<file path="src/rtl/uart_core.sv">
// uart_core: parametrised full-duplex UART with independent TX and RX
// baud timers, a 2-flop RX synchroniser and a mid-bit-sampled receiver.
//
// Optional feature: define UART_LOOPBACK_EN to add the 'loopback' input.
// When it is set, the receiver listens to the internal tx line instead of the
// rx pin. The select is only updated while the RX FSM is idle.
//
// Ports:
//   clk            system clock
//   rst            synchronous active-high reset
//   loopback       (UART_LOOPBACK_EN only) route tx into the receiver
//   tx_start       request to send tx_data; ignored while tx_busy
//   tx_data        word to transmit, latched on acceptance
//   tx             serial output, idles high
//   tx_busy        transmitter not idle
//   tx_done        one-cycle pulse as the TX FSM re-enters idle
//   rx             asynchronous serial input
//   rx_data        last received word
//   rx_valid       one-cycle pulse, new word on rx_data
//   rx_parity_err  parity mismatch on last word (always 0 without parity)
//   rx_frame_err   first stop bit sampled low on last word
//
// States (shared encoding, S_BREAK used by RX only):
//   state    | meaning
//   S_IDLE   | line idle, counter preloaded
//   S_START  | start bit (RX: half-bit wait, then false-start check)
//   S_DATA   | data bits, LSB first
//   S_PARITY | parity bit (only when PARITY != 0)
//   S_STOP   | stop bit(s); RX checks only the first
//   S_BREAK  | RX after a framing error, waits for line high

module uart_core #(
    parameter int CLK_FREQ  = 100_000_000,
    parameter int BAUD      = 115_200,
    parameter int DATA_BITS = 8,
    parameter int PARITY    = 0,
    parameter int STOP_BITS = 1
) (
    input  logic                 clk,
    input  logic                 rst,
`ifdef UART_LOOPBACK_EN
    input  logic                 loopback,
`endif
    input  logic                 tx_start,
    input  logic [DATA_BITS-1:0] tx_data,
    output logic                 tx,
    output logic                 tx_busy,
    output logic                 tx_done,
    input  logic                 rx,
    output logic [DATA_BITS-1:0] rx_data,
    output logic                 rx_valid,
    output logic                 rx_parity_err,
    output logic                 rx_frame_err
);

    localparam int              DIV         = CLK_FREQ / BAUD;
    localparam int              CW          = $clog2(DIV);
    localparam logic [CW-1:0]   BIT_RELOAD  = CW'(DIV - 1);
    localparam logic [CW-1:0]   HALF_RELOAD = CW'(DIV / 2 - 1);
    localparam logic [CW-1:0]   CNT_ONE     = CW'(1);
    localparam logic [3:0]      DATA_LAST   = 4'(DATA_BITS - 1);
    localparam logic [3:0]      STOP_LAST   = 4'(STOP_BITS - 1);
    localparam logic            HAS_PARITY  = (PARITY != 0);
    localparam logic            ODD_PARITY  = (PARITY == 1);

    typedef enum logic [2:0] {
        S_IDLE, S_START, S_DATA, S_PARITY, S_STOP, S_BREAK
    } state_t;

    // ------------------------------------------------------------------
    // Transmitter
    // ------------------------------------------------------------------
    state_t                tx_state, tx_next;
    logic [CW-1:0]         tx_cnt;
    logic [3:0]            tx_idx;
    logic [DATA_BITS-1:0]  tx_shift;
    logic                  tx_par;
    logic                  tx_tc;
    logic                  tx_last_stop;

    assign tx_tc        = (tx_cnt == '0);
    assign tx_last_stop = (tx_state == S_STOP) && tx_tc && (tx_idx == STOP_LAST);

    always_ff @(posedge clk) begin
        if (rst) tx_state <= S_IDLE;
        else     tx_state <= tx_next;
    end

    always_comb begin
        tx_next = tx_state;
        case (tx_state)
            S_IDLE:   if (tx_start) tx_next = S_START;
            S_START:  if (tx_tc) tx_next = S_DATA;
            S_DATA:   if (tx_tc && tx_idx == DATA_LAST)
                          tx_next = HAS_PARITY ? S_PARITY : S_STOP;
            S_PARITY: if (tx_tc) tx_next = S_STOP;
            S_STOP:   if (tx_last_stop) tx_next = S_IDLE;
            default:  tx_next = S_IDLE;
        endcase
    end

    always_comb begin
        tx_busy = (tx_state != S_IDLE);
        case (tx_state)
            S_START:  tx = 1'b0;
            S_DATA:   tx = tx_shift[0];
            S_PARITY: tx = tx_par;
            default:  tx = 1'b1;
        endcase
    end

    // Counter is preloaded in idle so the start bit gets a full DIV cycles.
    always_ff @(posedge clk) begin
        if (rst) begin
            tx_cnt   <= '0;
            tx_idx   <= '0;
            tx_shift <= '0;
            tx_par   <= 1'b0;
            tx_done  <= 1'b0;
        end else begin
            tx_done <= tx_last_stop;
            if (tx_state == S_IDLE) begin
                tx_cnt <= BIT_RELOAD;
                tx_idx <= '0;
                if (tx_start) begin
                    tx_shift <= tx_data;
                    tx_par   <= (^tx_data) ^ ODD_PARITY;
                end
            end else begin
                tx_cnt <= tx_tc ? BIT_RELOAD : tx_cnt - CNT_ONE;
                if (tx_tc) begin
                    case (tx_state)
                        S_DATA: begin
                            tx_shift <= tx_shift >> 1;
                            // Clear on the last data bit so STOP counts from 0.
                            tx_idx   <= (tx_idx == DATA_LAST) ? 4'd0 : tx_idx + 4'd1;
                        end
                        S_STOP:  tx_idx <= tx_idx + 4'd1;
                        default: ;
                    endcase
                end
            end
        end
    end

    // ------------------------------------------------------------------
    // Receiver
    // ------------------------------------------------------------------
    state_t                rx_state, rx_next;
    logic                  rx_src, rx_meta, rx_sync;
    logic [CW-1:0]         rx_cnt;
    logic [3:0]            rx_idx;
    logic [DATA_BITS-1:0]  rx_shift;
    logic                  rx_par_bit;
    logic                  rx_tc;
    logic                  rx_counting;
    logic                  rx_take_data, rx_take_par, rx_take_stop;

`ifdef UART_LOOPBACK_EN
    logic lb_q;

    always_ff @(posedge clk) begin
        if (rst)                    lb_q <= 1'b0;
        else if (rx_state == S_IDLE) lb_q <= loopback;
    end

    assign rx_src = lb_q ? tx : rx;
`else
    assign rx_src = rx;
`endif

    // Resets to the idle level so reset release cannot look like a start bit.
    always_ff @(posedge clk) begin
        if (rst) begin
            rx_meta <= 1'b1;
            rx_sync <= 1'b1;
        end else begin
            rx_meta <= rx_src;
            rx_sync <= rx_meta;
        end
    end

    assign rx_tc = (rx_cnt == '0);

    always_ff @(posedge clk) begin
        if (rst) rx_state <= S_IDLE;
        else     rx_state <= rx_next;
    end

    always_comb begin
        rx_next = rx_state;
        case (rx_state)
            S_IDLE:   if (!rx_sync) rx_next = S_START;
            S_START:  if (rx_tc) rx_next = rx_sync ? S_IDLE : S_DATA;
            S_DATA:   if (rx_tc && rx_idx == DATA_LAST)
                          rx_next = HAS_PARITY ? S_PARITY : S_STOP;
            S_PARITY: if (rx_tc) rx_next = S_STOP;
            S_STOP:   if (rx_tc) rx_next = rx_sync ? S_IDLE : S_BREAK;
            S_BREAK:  if (rx_sync) rx_next = S_IDLE;
            default:  rx_next = S_IDLE;
        endcase
    end

    always_comb begin
        rx_counting  = (rx_state != S_IDLE) && (rx_state != S_BREAK);
        rx_take_data = (rx_state == S_DATA)   && rx_tc;
        rx_take_par  = (rx_state == S_PARITY) && rx_tc;
        rx_take_stop = (rx_state == S_STOP)   && rx_tc;
    end

    // Idle preloads a half bit so the first sample lands mid start bit;
    // every later sample is a full bit further on.
    always_ff @(posedge clk) begin
        if (rst) begin
            rx_cnt        <= '0;
            rx_idx        <= '0;
            rx_shift      <= '0;
            rx_par_bit    <= 1'b0;
            rx_data       <= '0;
            rx_valid      <= 1'b0;
            rx_parity_err <= 1'b0;
            rx_frame_err  <= 1'b0;
        end else begin
            rx_valid <= rx_take_stop;
            if (!rx_counting) begin
                rx_cnt <= HALF_RELOAD;
                rx_idx <= '0;
            end else begin
                rx_cnt <= rx_tc ? BIT_RELOAD : rx_cnt - CNT_ONE;
            end
            if (rx_take_data) begin
                rx_shift <= {rx_sync, rx_shift[DATA_BITS-1:1]};
                rx_idx   <= rx_idx + 4'd1;
            end
            if (rx_take_par) rx_par_bit <= rx_sync;
            if (rx_take_stop) begin
                rx_data       <= rx_shift;
                rx_parity_err <= HAS_PARITY && (rx_par_bit != ((^rx_shift) ^ ODD_PARITY));
                rx_frame_err  <= ~rx_sync;
            end
        end
    end

endmodule

</file>
<file path="config.mk">
export PLATFORM = sky130hd
export DESIGN_NAME = uart_core
export DESIGN_NICKNAME = d
export VERILOG_FILES = /design/src/rtl/uart_core.sv
export SDC_FILE = /design/constraint.sdc
export NUM_CORES = 1
export LEC_CHECK = 0
export ABC_AREA = 1
export CORE_UTILIZATION = 40
export DETAILED_ROUTE_END_ITERATION = 12
export MAX_ROUTING_LAYER = met4
export PLACE_DENSITY_LB_ADDON = 0.25
export SYNTH_ARGS = -nofsm -noshare
export SYNTH_HDL_FRONTEND = slang
export SYNTH_SLANG_ARGS = --single-unit
</file>
<file path="constraint.sdc">
create_clock -name clk -period 2.51 [get_ports clk]
set_input_delay 0.502 -clock clk [delete_from_list [all_inputs] [get_ports clk]]
set_output_delay 0.502 -clock clk [all_outputs]
set_load 0.1 [all_outputs]
</file>
# After elaboration in Yosys (flattened, before gate mapping)
# Cells that the tools add are included.
dict set report totals {
  register_bits 64
  inputBits 12
  out_inout_bits 14
  wordCells 103
}
dict set report op_classes {
  n_addsub 4
  eq_ne 24
  mux 28
  n_bitwise 2
  reduce_logical 27
}
# cell n
set ops {}
lappend ops {{2-to-1 mux 3 bit} 12}
lappend ops {{2-to-1 mux 8 bit} 4}
lappend ops {{2-to-1 mux 10 bit} 3}
lappend ops {{!= test 2 bit, second input constant} 11}
lappend ops {{logical NOT 10 bit} 2}
lappend ops {{subtractor 10 x 1 -> 10 bit, second input constant} 2}
lappend ops {{one-hot mux 3 bit (6 select lines)} 1}
lappend ops {{one-hot mux 3 bit (5 select lines)} 1}
lappend ops {{equality test 3 x 2 -> 1 bit, second input constant} 4}
lappend ops {{2-to-1 mux 4 bit} 3}
lappend ops {{equality test 3 bit, second input constant} 3}
lappend ops {{2-to-1 mux 9 bit} 1}
lappend ops {{adder 4 x 1 -> 4 bit, second input constant} 2}
lappend ops {{equality test 4 x 3 -> 1 bit, second input constant} 2}
lappend ops {{one-hot mux 4 bit (2 select lines)} 1}
lappend ops {{XOR reduction 8 bit} 1}
lappend ops {{logical AND 1 bit} 7}
lappend ops {{equality test 3 x 1 -> 1 bit, second input constant} 2}
lappend ops {{logical NOT 3 bit} 2}
lappend ops {{AND reduction 6 bit} 1}
lappend ops {{nonzero test 2 bit} 3}
lappend ops {{nonzero test 3 bit} 2}
lappend ops {{OR reduction 3 bit} 2}
lappend ops {{AND reduction 5 bit} 1}
lappend ops {{9 further kinds} 12}

# Longest topological paths before layout
# Gate-level depths: netlist of the first run.
dict set report logic_depth {
  depth_word 5
  mapped_depth 11
  mapped_depth_nobuf 11
}

# Least setup slack after synthesis of the first run
# OpenSTA, ideal clock, no wires.
dict set report synth_path {
  path_kind {register to output}
  startpoint {register tx_state[2]}
  endpoint {output port tx}
  arrival_ns 1.408
  required_time_ns 2.008
  setup_slack_ns 0.600
  stages_incl_launch_ff 6
  n_path_buf 0
  cell_sequence {dfxtp_1 -> inv_2 -> nand2_1 -> nor2_1 -> a21oi_1 -> nand3_1}
}
dict set report synth_via {
  elab_chain_cells 2
  word_cells_on_any_way 4
  cone_classes {eq/ne (3); mux (1)}
}
# element line_no
set synth_lines {}
lappend synth_lines {{from (decl)} 73} ;# state_t tx_state, tx_next;
lappend synth_lines {{from (signal assigned)} 86} ;# else tx_state <= tx_next;
lappend synth_lines {{equality test 3 x 2 -> 1 bit / equality test 3 x 1 -> 1 bit (equally long branches)} 104} ;# case (tx_state)
lappend synth_lines {{one-hot mux 1 bit (3 select lines) (*)} 104}
lappend synth_lines {{to (decl)} 46} ;# output logic tx,
# Every way passes the cells marked *; elsewhere a longest branch is shown, timed or not.

# Worst setup path after layout of the first run
# Ends and elaborated chain as after synthesis.

==> impl_metrics.tcl, run 1 <==
set metrics [dict create \
    synth_edf_count 0 \
    clkTransAtPathRegs_ns 0.07 \
    holdCritPathClass "reg -> reg" \
    die_w_um 89.02 \
    busiest_layer "met2" \
    h-tree-depth 3 \
    vias 2669 \
    cts.sinks 64 \
    drive_above_1_share_pct 12.25 \
    cp_max_fo 6 \
    drt_first_pass_iters 4 \
    antenna_left 0 \
    period_minus_slack_ns 2.071 \
    place_ws_ns 0.7031 \
    yosysUniqueCellTypes 33 \
    drv_slew 0 \
    cts_hold_buf 0 \
    gp_congestion 0.8138 \
    cts_setup_buffers 0 \
    timing_worst_setup_path_type "reg -> out" \
    cp-startpoint "tx_state[2]" \
    postSynthAreaPerCell_um2 7.144 \
    final_cell_area_mm2 0.003632 \
    worst_slack_ns 0.4386 \
    synth_cells 424 \
    grt.overflow.total 0 \
    finClkSkew_ns 0.006706 \
    synth_warnings 0 \
    cts_buffers 9 \
    timing.setup.tns_ns 0 \
    antenna_found_initial 0 \
    io_buffers 24 \
    crit_required_ns 2.01 \
    dp_hpwl_um 4377 \
    clk_path_buf_depth 2 \
    status "finished, final reports clean" \
    fmax_mhz 482.8 \
    slowest_stage "dfxtp_1" \
    fin_crit_sh_pct 82.53 \
    setup_viol 0 \
    wl_per_cell_um 11.44 \
    ys_seq_area_share_pct 42.30 \
    endpoint_kind "output port" \
    cp_cell_sequence "inv_2 -> nand2_1 -> nor2_1 -> a21oi_1 -> nand3_1 -> buf_4" \
    gr-usage-met1_pct 23.63 \
    final_nets 470 \
    drt_iter0_drc 138 \
    grt_pass1_vias 2441 \
    syn_area_mm2 0.003029 \
    startpoint_type "flip-flop" \
    die_h_um 89.02 \
    rsz0062_at_grt "no" \
    coreArea_mm2 0.007292 \
    track_usage_pct 18.64 \
    cts_tree "built" \
    regArea_mm2 0.001281 \
    max_stage_delay_ns 0.37 \
    hold_violations 0 \
    drt-total-wl_um 6360 \
    power_density_mw_per_mm2 1209 \
    start_util_pct 41.54 \
    grt_util_met2_pct 27.55 \
    synthArstFlopShare_pct 0 \
    min_from "rx_meta" \
    ctsResizeCount 0 \
    fillers 761 \
    placed_area_mm2 0.003331 \
    syn_to_final_growth_pct 19.91 \
    synth_nets 442 \
    finalCoreUtilization_pct 49.81 \
    ys.flop_type "dfxtp_1" \
    synth_seq_cells 64 \
    diodes 0 \
    leakagePower_uw 0.001655 \
    cp.arrival_ns 1.57 \
    dieArea_mm2 0.007925 \
    gr-usage-met3_pct 5.448 \
    ir_drop_uv 573.3 \
    ios 26 \
    drc 0 \
    grt_max_degree 36 \
    regToRegStartpoint "rx_cnt[0]" \
    root_buffer "clkbuf_8" \
    clk_latency_ns 0.34 \
    fp-row-count 31 \
    grt_pass1_wl_um 10930 \
    viasPerCell 4.800 \
    multiInputGateArea_mm2 0.001506 \
    drv_cap 0 \
]
[sequential cells by signal, indices dropped and copies added (netlist names)]
signal and cells:
tx_idx 4, rx_sync 1, tx_shift 8, rx_shift 8, tx_state 3, rx_state 3, rx_meta 1, tx_done 1
rx_data 8, rx_valid 1, rx_frame_err 1, tx_cnt 10, rx_cnt 10, rx_idx 4, tx_par 1
[synthesized netlist by cell type (2+ instances only)]
library cell | n | area [um^2]
inv_1 | 48 | 180.2
dfxtp_1 | 64 | 1281
nor2_4 | 5 | 56.30
a21oi_1 | 40 | 200.2
buf_2 | 3 | 15.01
o31ai_1 | 2 | 15.01
inv_2 | 3 | 11.26
xnor2_1 | 8 | 70.07
nand2_1 | 88 | 330.3
nor2_2 | 3 | 18.77
nand2_2 | 3 | 18.77
a211oi_1 | 2 | 15.01
or2_2 | 5 | 31.28
nor2_1 | 64 | 240.2
buf_4 | 2 | 15.01
o21ai_0 | 29 | 145.1
nand3_1 | 18 | 90.09
nand3_2 | 3 | 30.03
nand4_1 | 2 | 12.51
a31oi_1 | 2 | 12.51
clkbuf_1 | 4 | 15.01
nor3_1 | 3 | 15.01
ha_1 | 6 | 75.07
xor2_1 | 8 | 70.07
[placed cells by master (no fill, tap or decap), drive strengths merged, types with 6 or more instances in the layout]
cell,Yosys,layout
a21oi,40,40
buf,5,15
clkbuf,4,11
clkdlybuf4s50,0,11
dfxtp,64,64
ha,6,6
inv,51,51
nand2,92,92
nand3,21,21
nor2,72,72
o21ai,29,29
xnor2,8,8
xor2,8,8
[critical path, delay by kind of cell (launching register included)]
family	cells	cell delay, ns
buf+inv	2	0.38
simple gates	3	0.38
flops	1	0.37
compound gates	1	0.10
[metal layers]
metal	vias up	routed length, um
met5	-	0
met1	1219	3246
met2	43	2810
met3	6	217
met4	0	85
li1	1401	-
[layout make-up]
cell class | instances | share of cell area [%]
clock buffers | 11 | 4.168
clock inverters | 5 | 4.134
inverters | 52 | 5.408
multi-input cells | 299 | 41.47
flip-flops and latches | 64 | 35.27
well taps | 99 | 3.410
repair buffers | 26 | 6.132
[stage by stage]
stage | hold slack (ns) | cells | power (uW)
floorplan | 0.3895 | 424 | 2738
global route | 0.4559 | 556 | 4709
detailed placement | 0.4086 | 540 | 3076
CTS | 0.4305 | 556 | 4424
global placement | 0.4032 | 540 | 3050
finish | 0.4284 | 556 | 4391
[cell families (layout without fill, tap and decap cells)]
logic type      after synthesis  after routing  share of synthesized area (%)
flops                        64             64                          42.30
other cells                   1              1                         0.1238
buf+inv                      61             94                          7.971
compound gates               78             78                          13.51
fa+ha+maj                     6              6                          2.478
simple gates                198            198                          29.00
xor+xnor                     16             16                          4.626
[power breakdown]
group	internal [uW]	switching [uW]
clock network	916	400
registers	1220	171
logic	512	1170
total	2650	1740
[final timing paths]
kind | depth (start not counted) | slack (ns) | to
min | 1 | 0.43 | rx_sync
max | 6 | 0.44 | tx
min reg2reg | 1 | 0.43 | rx_sync
max reg2reg | 7 | 0.75 | rx_data[0]
No activity file was read; power rests on OpenSTA's default activity.
==> run 2, diff against run 1 <==
==> constraint.sdc (replaced) <==
create_clock -name clk -period 1.7 [get_ports clk]
set_input_delay 0.34 -clock clk [delete_from_list [all_inputs] [get_ports clk]]
set_output_delay 0.34 -clock clk [all_outputs]
set_load 0.1 [all_outputs]
==> impl_metrics.tcl, run 2 (synthesis results as in run 1) <==
set metrics [dict create \
    coreArea_mm2 0.007292 \
    cp.arrival_ns 1.33 \
    endpoint_kind "output port" \
    finClkSkew_ns 0.01151 \
    vias 2746 \
    pwr-share-comb_pct 43.1 \
    drt_iter0_drc 155 \
    fin_crit_sh_pct 98.32 \
    layout_common_cells "85 x nand2_1, 61 x dfxtp_1, 60 x nor2_1" \
    rsz0062_at_grt "yes" \
    dieArea_mm2 0.007925 \
    fmax_mhz 598.3 \
    status "finished, final reports clean" \
    rrSetupSlack_ns 0.13 \
    start_util_pct 41.54 \
    grt.overflow.total 0 \
    clockPowerShare_pct 25.0 \
    clk_latency_ns 0.34 \
    power_frac_seq_pct 31.9 \
    grt_max_degree 26 \
    cp_cell_sequence "inv_4 -> nand2_4 -> nor2_4 -> a21oi_2 -> nand3_2 -> buf_12" \
    cpLargestDelayFamily "flip-flops" \
    cp_max_fo 4 \
    placed_area_mm2 0.003558 \
    period_minus_slack_ns 1.671 \
    io_buffers 24 \
    min_from "rx_meta" \
    dp_hpwl_um 4590 \
    startpoint_type "flip-flop" \
    holdCritPathClass "reg -> reg" \
    clkTransAtPathRegs_ns 0.08 \
    place_ws_ns 0.06710 \
    diodes 0 \
    drv_cap 0 \
    hold_violations 0 \
    drv_slew 0 \
    mostFrequentLayoutCell "nand2_1" \
    p_switching_uw 2740 \
    clk_path_buf_depth 2 \
    cts_tree "built" \
    swShare_pct 41.73 \
    die_w_um 89.02 \
    reg.largest.list "rx_cnt x10, tx_cnt x10" \
    power_density_mw_per_mm2 1671 \
    h-tree-depth 3 \
    wl_per_cell_um 11.37 \
    grt_pass1_wl_um 10920 \
    ios 26 \
    worst_slack_ns 0.02857 \
    crit_required_ns 1.36 \
    drt_first_pass_iters 4 \
    cts_buffers 9 \
    ir_drop_uv 1198 \
    reg2reg_to "rx_data[0]" \
    slowest_stage "dfxtp_4" \
    setup_viol 0 \
    track_usage_pct 18.32 \
    critPathBufInv 2 \
    syn_to_final_growth_pct 29.70 \
    internal_power_uw 3827 \
    final_cell_area_mm2 0.003929 \
    antenna_left 0 \
    viasPerCell 4.809 \
    final_nets 485 \
    root_buffer "clkbuf_8" \
    cts_hold_buf 0 \
    timing_worst_setup_path_type "reg -> out" \
    dp.cells 548 \
    max_stage_delay_ns 0.38 \
    drc 0 \
    gp_congestion 0.8481 \
    whs_path_depth 1 \
    die_h_um 89.02 \
    fp-row-count 31 \
    antenna_found_initial 0 \
    reg2reg_depth 8 \
    leakagePower_uw 0.001748 \
    hold_end "rx_sync" \
    regToRegStartpoint "rx_cnt[0]" \
    fin_cells 571 \
    grt_pass1_vias 2482 \
    drt-total-wl_um 6494 \
    drive_above_1_share_pct 18.22 \
    cts.sinks 64 \
]
-- run 2: cell types whose count changed in the layout (fill, tap and decap cells not counted), sizes merged --
cell    change
buf        +15
bufinv      -2
clkbuf      -2
clkinv      +1
inv         +3
-- run 2: through the flow --
stage	util, %	hold slack [ns]	TNS, ns	power, uW
2_1_floorplan	-	0.3895	0	4051
3_3_place_gp	48.80	0.4056	0	4708
3_5_place_dp	48.80	0.4008	0	4737
4_1_cts	52.76	0.4092	0	6446
5_1_grt	53.88	0.4218	-0.02230	7058
6_report	53.88	0.4166	0	6567
-- run 2: area by class of cell --
| class | count | area (um^2) |
|---|---|---|
| Clock inverter | 7 | 125.1 |
| Timing Repair Buffer | 41 | 498.0 |
| Tap cell | 99 | 123.9 |
| Multi-Input combinational cell | 299 | 1569 |
| Fill cell | 716 | 3363 |
| Sequential cell | 64 | 1290 |
| Inverter | 52 | 198.9 |
| Clock buffer | 9 | 123.9 |
-- run 2: routing by layer --
layer | GRT usage (%) | wire [um] | part of all wire, %
met1 | 23.44 | 3166 | 49
met2 | 28.67 | 3050 | 47
met3 | 3.047 | 211 | 3.2
met4 | 7.792 | 65 | 1.0
met5 | - | 0 | 0
-- run 2: how the worst max path moves through the flow --
| stage | startpoint | to | depth (start not counted) |
|---|---|---|---|
| after floorplan | tx_state[2] | tx_cnt[2] | 7 |
| after global placement | tx_data[5] | tx_par | 7 |
| after detailed placement | tx_data[5] | tx_par | 7 |
| after CTS | tx_state[2] | tx | 6 |
| after global routing | tx_state[2] | tx | 6 |
| final | tx_state[2] | tx | 6 |
-- run 2: repair_timing --
action	4_1_cts	5_1_grt
pin swaps	0	5
resized for setup	10	13
buffers inserted	2	5
endpoints found under the setup margin	2	11
-- run 2: power groups by stage --
stage                     logic (uW)  registers [uW]  clock network (uW)
after floorplan                 1960            2090                   0
after global placement          2620            2090                   0
after detailed placement        2650            2090                   0
after CTS                       2700            2070                1680
after global routing            3170            2140                1760
final                           2830            2090                1640
==> run 3, diff against run 2 <==
--- a/config.mk
+++ b/config.mk
@@ -9,7 +9,7 @@
 export CORE_UTILIZATION = 40
 export DETAILED_ROUTE_END_ITERATION = 12
 export MAX_ROUTING_LAYER = met4
-export PLACE_DENSITY_LB_ADDON = 0.25
+export PLACE_DENSITY_LB_ADDON = 0.2
 export SYNTH_ARGS = -nofsm -noshare
 export SYNTH_HDL_FRONTEND = slang
 export SYNTH_SLANG_ARGS = --single-unit
==> impl_metrics.tcl, run 3 (synthesis results as in run 1) <==
set metrics [dict create \
    io_buffers 24 \
    gr-usage-met3_pct 4.709 \
    drc 0 \
    crit_required_ns 1.36 \
    viasPerCell 4.754 \
    regArea_mm2 0.001290 \
    cts_buffers 9 \
    cts_tree "built" \
    diodes 0 \
    busiest_layer "met2" \
    syn_to_final_growth_pct 26.19 \
    cp.arrival_ns 1.34 \
    status "finished, final reports clean" \
    fillers 747 \
    drt_iter0_drc 94 \
    power_density_mw_per_mm2 1615 \
    ios 26 \
    drt-total-wl_um 6253 \
    gr-usage-met1_pct 22.92 \
    endpoint_kind "output port" \
    worst_slack_ns 0.02173 \
    die_h_um 89.02 \
    drv_slew 0 \
    reg.largest.list "rx_cnt x10, tx_cnt x10" \
    place_ws_ns 0.07982 \
    wl_per_cell_um 11.07 \
    drive_above_1_share_pct 16.52 \
    period_minus_slack_ns 1.678 \
    final_cell_area_mm2 0.003822 \
    timing.setup.tns_ns 0 \
    grt_pass1_vias 2370 \
    rsz0062_at_grt "yes" \
    grt_pass1_wl_um 10510 \
    clk_path_buf_depth 2 \
    setup_viol 0 \
    timing_worst_setup_path_type "reg -> out" \
    final_nets 479 \
    cts_hold_buf 0 \
    grt_max_degree 26 \
    root_buffer "clkbuf_8" \
    finalPower_uw 6174 \
    regToRegStartpoint "tx_cnt[0]" \
    holdCritPathClass "reg -> reg" \
    grt.overflow.total 0 \
    multiInputGateArea_mm2 0.001560 \
    clk_latency_ns 0.34 \
    start_util_pct 41.54 \
    vias 2686 \
    cts.sinks 64 \
    finClkSkew_ns 0.01438 \
    hold_violations 0 \
    h-tree-depth 3 \
    mostFrequentLayoutCell "nand2_1" \
    die_w_um 89.02 \
    track_usage_pct 17.55 \
    fp-row-count 31 \
    leakagePower_uw 0.001684 \
    drt_first_pass_iters 4 \
    placed_area_mm2 0.003558 \
    whs_ns 0.4106 \
    fmax_mhz 595.9 \
    layout_common_cells "85 x nand2_1, 61 x dfxtp_1, 60 x nor2_1" \
    clkTransAtPathRegs_ns 0.08 \
    cp-startpoint "tx_state[0]" \
    dieArea_mm2 0.007925 \
    antenna_found_initial 0 \
    antenna_left 0 \
    dp_hpwl_um 4493 \
    cp_max_fo 8 \
    ir_drop_uv 1244 \
    min_from "rx_meta" \
    drv_cap 0 \
    coreArea_mm2 0.007292 \
    grt_util_met2_pct 26.22 \
    startpoint_type "flip-flop" \
    fin_crit_sh_pct 98.72 \
    gp_congestion 0.8451 \
]
==> run 3: changes by cell type in the layout (fill, tap and decap cells not counted), moves of 2 or more <==
cell        change
bufinv_16       -2
inv_6           -3
clkbuf_1        +2
buf_4           -6
clkinvlp_4      +2
==> run 3: final timing paths <==
kind                                     to  slack (ns)  cells past startpoint
worst min-delay path                rx_sync        0.41                      1
worst max-delay path                tx_busy        0.02                      4
worst max register to register  tx_shift[1]        0.12                     11
worst min register to register      rx_sync        0.41                      1
==> run 3: worst max-delay path, cell delays in order, from the launching register on <==
cell and delay [ns]:
dfxtp_4 0.37, nor2_2 0.16, nand2_2 0.11, buf_4 0.19
buf_12 0.17
==> run 3: layer usage <==
layer | vias up | share of wire [%]
met1 | 1222 | 51
met5 | - | 0
li1 | 1421 | -
met4 | 0 | 1.3
met3 | 7 | 2.3
met2 | 36 | 45
==> run 3: final cells by class <==
cell class	count	area share, %
Clock buffer	12	3.797
Clock inverter	4	1.408
Inverter	52	5.139
Multi-Input combinational cell	299	40.82
Sequential cell	64	33.75
Tap cell	99	3.241
Timing Repair Buffer	35	11.85
==> run 3: stage by stage <==
stage               cells  util (%)
finish                565     52.42
global route          565     52.42
CTS                   564     51.70
detailed placement    548     48.80
global placement      548     48.80
floorplan             424         -
==> run 3: power by group <==
| group | internal, uW | switching, uW | total [uW] | leakage [uW] |
|---|---|---|---|---|
| Combinational | 988 | 1780 | 2770 | 0.00107 |
| Sequential | 1810 | 279 | 2090 | 0.000525 |
| Clock | 721 | 588 | 1310 | 0.0000928 |
| Total | 3520 | 2650 | 6170 | 0.00168 |
==> run 3: timing repair <==
action / CTS / global route
setup endpoints to repair: 2 / 17
buffers inserted: 0 / 1
gates cloned: 0 / 0
gates resized for setup: 6 / 14
pin swaps: 0 / 5
